<file path="src/rtl/multicycle_datapath.sv">
// Multi-cycle R/I-type datapath: FETCH / EXECUTE / WRITEBACK sequencing,
// handshake instruction fetch with wait states, 8-op ALU and register file.
// Ports:
//   clk, rst             clock, asynchronous active-low reset
//   instrMemAddr         fetch address (the PC)
//   instrReq             fetch request, high throughout FETCH
//   instrValid/instrCode instruction return from memory
//   instrLatched         instruction register, decoded by the control unit
//   aluOP, aluSrcImm     ALU control, sampled in EXECUTE
//   regFileWe            register write enable, sampled in WRITEBACK
//   retire               one-cycle pulse in WRITEBACK
//   state                FETCH=00, EXECUTE=01, WRITEBACK=10
module multicycle_datapath #(
  parameter int unsigned     XLEN      = 32,
  parameter int unsigned     REG_COUNT = 32,
  parameter logic [XLEN-1:0] RESET_PC  = '0,
  parameter int unsigned     PC_STEP   = 4
) (
  input  logic            clk,
  input  logic            rst,
  output logic [XLEN-1:0] instrMemAddr,
  output logic            instrReq,
  input  logic            instrValid,
  input  logic [31:0]     instrCode,
  output logic [31:0]     instrLatched,
  input  logic [2:0]      aluOP,
  input  logic            aluSrcImm,
  input  logic            regFileWe,
  output logic            retire,
  output logic [1:0]      state
);

  localparam int unsigned AW = $clog2(REG_COUNT);
  localparam int unsigned SW = $clog2(XLEN);

  localparam logic [1:0] S_FETCH = 2'b00;
  localparam logic [1:0] S_EXEC  = 2'b01;
  localparam logic [1:0] S_WB    = 2'b10;

  logic [1:0]      state_q;
  logic [1:0]      state_d;
  logic [XLEN-1:0] pc_q;
  logic [31:0]     ir_q;
  logic [XLEN-1:0] alu_out;
  logic            instr_req_q;
  logic            retire_q;
  logic [XLEN-1:0] regs [REG_COUNT];

  logic [AW-1:0]   rs1;
  logic [AW-1:0]   rs2;
  logic [AW-1:0]   rd;
  logic [XLEN-1:0] rdata1;
  logic [XLEN-1:0] rdata2;
  logic [XLEN-1:0] imm;
  logic [XLEN-1:0] op_b;
  logic [SW-1:0]   shamt;
  logic [XLEN-1:0] alu_res;

  assign instrMemAddr = pc_q;
  assign instrReq     = instr_req_q;
  assign instrLatched = ir_q;
  assign retire       = retire_q;
  assign state        = state_q;

  // Register addresses are the low bits of the 5-bit instruction fields
  assign rs1 = ir_q[15 +: AW];
  assign rs2 = ir_q[20 +: AW];
  assign rd  = ir_q[7 +: AW];

  // x0 reads as zero regardless of storage contents
  assign rdata1 = (rs1 == '0) ? '0 : regs[rs1];
  assign rdata2 = (rs2 == '0) ? '0 : regs[rs2];

  assign imm   = {{(XLEN-12){ir_q[31]}}, ir_q[31:20]};
  assign op_b  = aluSrcImm ? imm : rdata2;
  assign shamt = op_b[SW-1:0];

  // ALU
  always_comb begin
    alu_res = '0;
    case (aluOP)
      3'b000: alu_res = rdata1 + op_b;
      3'b001: alu_res = rdata1 - op_b;
      3'b010: alu_res = rdata1 | op_b;
      3'b011: alu_res = rdata1 & op_b;
      3'b100: alu_res = rdata1 ^ op_b;
      3'b101: alu_res = rdata1 << shamt;
      3'b110: alu_res = rdata1 >> shamt;
      3'b111: alu_res = {{(XLEN-1){1'b0}}, ($signed(rdata1) < $signed(op_b))};
      default: alu_res = '0;
    endcase
  end

  // State register
  always_ff @(posedge clk or negedge rst) begin
    if (!rst) state_q <= S_FETCH;
    else      state_q <= state_d;
  end

  // Next-state logic
  always_comb begin
    state_d = state_q;
    case (state_q)
      S_FETCH: if (instrValid) state_d = S_EXEC;
      S_EXEC:  state_d = S_WB;
      S_WB:    state_d = S_FETCH;
      default: state_d = S_FETCH;
    endcase
  end

  // Registered handshake / retire outputs, decoded from the next state
  always_ff @(posedge clk or negedge rst) begin
    if (!rst) begin
      instr_req_q <= 1'b1;
      retire_q    <= 1'b0;
    end else begin
      instr_req_q <= (state_d == S_FETCH);
      retire_q    <= (state_d == S_WB);
    end
  end

  // PC, IR, ALU output register and register file
  always_ff @(posedge clk or negedge rst) begin
    if (!rst) begin
      pc_q    <= RESET_PC;
      ir_q    <= '0;
      alu_out <= '0;
      for (int unsigned i = 0; i < REG_COUNT; i++) begin
        regs[i] <= (i == 0) ? '0 : XLEN'(10 + i);
      end
    end else begin
      case (state_q)
        S_FETCH: if (instrValid) ir_q <= instrCode;
        S_EXEC:  alu_out <= alu_res;
        S_WB: begin
          if (regFileWe && (rd != '0)) regs[rd] <= alu_out;
          pc_q <= pc_q + XLEN'(PC_STEP);
        end
        default: ;
      endcase
    end
  end

endmodule

</file>
<file path="config.mk">
export PLATFORM = sky130hd
export DESIGN_NAME = multicycle_datapath
export DESIGN_NICKNAME = d
export VERILOG_FILES = /design/src/rtl/multicycle_datapath.sv
export SDC_FILE = /design/constraint.sdc
export NUM_CORES = 1
export LEC_CHECK = 0
export ABC_AREA = 1
export CAP_MARGIN = 15
export CORE_AREA = 3 3 90 92
export DETAILED_ROUTE_END_ITERATION = 10
export DIE_AREA = 0 0 93 95
export PLACE_DENSITY = 0.77
export SLEW_MARGIN = 30
export SYNTH_ARGS = -nofsm -noshare
export SYNTH_HDL_FRONTEND = slang
export SYNTH_SLANG_ARGS = --single-unit
export TNS_END_PERCENT = 50
</file>
<file path="constraint.sdc">
create_clock -name clk -period 1.4 [get_ports clk]
set_input_delay 0.21 -clock clk [delete_from_list [all_inputs] [get_ports clk]]
set_output_delay 0.21 -clock clk [all_outputs]
set_load 0.05 [all_outputs]
</file>
==> out/qor.txt <==
Max-cap violations: 0
Failing checks: setup timing
Commonest non-fill, non-tap cells in the layout: nand2_1, buf_12, dfrtp_1, clkdlybuf4s50_1, dfrtp_2
Reg clk slew, reported paths: 0.07 ns
Ant. Diodes: 0
Critical Path AT: 1.64 ns
Initial antenna violation count: 0
CTS buffer count: 9
Total GRT Usage: 18.6%
Mapped Cells: 349
Pin count of the biggest net entering global routing: 66
Distinct cells, synth: 28
Fin crit period: 1.41 ns
Final WL: 7920 um
WL/cell: 13.7 um
Fillers: 519
Worst hold path cell count: 3
Initial core utilization: 40.6%
Layout area overhead: 75.0%
Tcrit/Tclk final: 101%
Die Y: 95 um
Fraction of registers with async set/reset: 100%
Static leakage: 2.44 nW
Final Non-Filler Cells: 579
Clock tree buffer depth: 2
Unrepaired setup endpoints after global routing: yes
Vias per inst: 4.69
Register-to-Register Setup Slack: -0.01 ns
Number of port buffers: 100
Die W: 93 um
Root buffer cell: clkbuf_8
Crit start category: flip-flop
Final instance area: 0.00518 mm^2
Clk sinks: 65
Pins Over Slew Limit: 0
Worst hold path type: in -> reg
CP max FO: 3
First-pass GRT wire length: 12900 um
Detailed placer's ending HPWL: 5770 um
Mapped Area: 0.00296 mm^2
Commonest non-fill, non-tap cell in the layout: nand2_1
Finish-stage setup viols: 1
Placed instance count: 553
Final WS setup: -0.0144 ns
R2R Path Start: instrMemAddr[2]
Total Power: 0.00713 W
Seq cells post-synth: 65
Critical path data required time: 1.62 ns
H-tree levels: 3
Row cnt: 31
YS warnings: 0
HP Start: instrCode[27]
Mean Syn Cell Area: 8.49 um^2
RR Endpoint: instrMemAddr[30]
Hold endpoint: instrLatched[27]
Clk_skew: 0.00542 ns
Post-DP Area: 0.00487 mm^2
FF-to-FF path depth: 8
CORE AREA: 0.00729 mm^2
DR DRC count: 0
Worst skew pair latency: 0.34 ns
Placer Congestion: 0.829
CTS tree: built
First-pass DRT Iterations: 4
DRT iter0 DRCs: 68
Final nets: 516
Fin util: 71.1%
CP Capture Type: flip-flop
Fmax: 0.707 GHz
Register area share after synthesis: 54.9%
Post-synth top flop: dfrtp_1
Post-synth EDFFs: 0
Status: finished with violations
Layout cell share with drive strength beyond 1: 33.3%
Total congestion overflow: 0
# IOs: 108
WS Path Type: reg -> reg
Pwr/cell area: 1370 mW/mm^2
Number of global-route vias before repair: 2841
Total die area: 0.00884 mm^2
Final Hold Fails: 0
Peak VDD IR: 1.08 mV
Final ANT Viol Nets: 0
Routed via count: 2717
## kinds of logic (layout without fill, tap and decap cells)
logic type,after synthesis,after routing,share of synthesized area [%]
buf+inv,34,164,4.86
other cells,1,2,0.127
compound gates,1,1,0.169
flops,65,65,54.9
xor+xnor,18,18,5.32
fa+ha+maj,1,1,0.422
simple gates,229,229,34.2
## cell type report
class	count	area (um^2)	share of cell area, %
Timing Repair Buffer	123	1860	35.8
Sequential cell	65	1660	32.1
Tap cell	99	124	2.39
Multi-Input combinational cell	251	1280	24.7
Clock buffer	15	156	3.02
Clock inverter	1	5.00	0.0965
Inverter	25	98.8	1.91
## flip-flops by register name, indices dropped and copies added, names as in the netlist
signal        flops
instrReq          1
instrMemAddr     30
state             1
retire            1
instrLatched     32
## power by group
group | total, W | switching (W) | leakage [nW] | internal (W)
Combinational | 0.00322 | 0.00171 | 1.56 | 0.00151
Sequential | 0.00254 | 0.000346 | 0.801 | 0.00219
Clock | 0.00137 | 0.000676 | 0.0817 | 0.000693
## critical path, stage by stage (launching register included)
cell,delay (ns)
dfrtp_2,0.40
ha_4,0.17
nand2_1,0.06
nor2_2,0.11
nand2_2,0.12
nor2_4,0.18
nand2_4,0.08
o21ai_2,0.12
nand2_1,0.06
## per-stage QoR
stage / hold slack [ns] / setup slack, ns / setup TNS (ns)
finish: 0.399 / -0.0144 / -0.0144
global route: 0.396 / -0.0880 / -0.474
CTS: 0.389 / 0.00307 / 0
detailed placement: 0.256 / 0.00240 / 0
global placement: 0.251 / 0.0679 / 0
floorplan: -0.0856 / -0.0610 / -0.187
## Yosys cell counts (3+ instances only)
cell / n / area, um^2
buf_2: 3 / 15.0
buf_4: 3 / 22.5
clkbuf_1: 3 / 11.3
dfrtp_1: 64 / 1600
inv_1: 22 / 82.6
nand2_1: 160 / 601
nand2_2: 5 / 31.3
nand3_1: 14 / 70.1
nand3b_1: 3 / 22.5
nand4_1: 6 / 37.5
nor2_1: 25 / 93.8
nor2_2: 5 / 31.3
nor2_4: 5 / 56.3
xnor2_1: 7 / 61.3
xor2_1: 11 / 96.3
## worst max path at each step
stage,startpoint,to
finish,instrMemAddr[2],instrMemAddr[30]
detailed placement,state[0],instrMemAddr[30]
global placement,state[0],instrMemAddr[30]
CTS,instrMemAddr[3],instrMemAddr[30]
floorplan,instrMemAddr[3],instrMemAddr[30]
global route,instrMemAddr[2],instrMemAddr[28]
## layer usage
metal	wire [um]	track usage (%)	part of all wire, %	vias to the layer above
li1	-	-	-	1319
met1	3030	20.3	38	1290
met2	3960	31.3	50	96
met3	786	8.05	9.9	12
met4	147	8.67	1.9	0
met5	0	0	0	-
## timing repair
action / 4_1_cts / 5_1_grt
buffers inserted: 0 / 9
gates cloned: 0 / 0
endpoints found under the setup margin: 1 / 12
hold buffers: 1 / 0
gates resized for setup: 2 / 17
pin swaps: 0 / 9
endpoints found under the hold margin: 64 / 0
(Power assumes the default switching activity.)
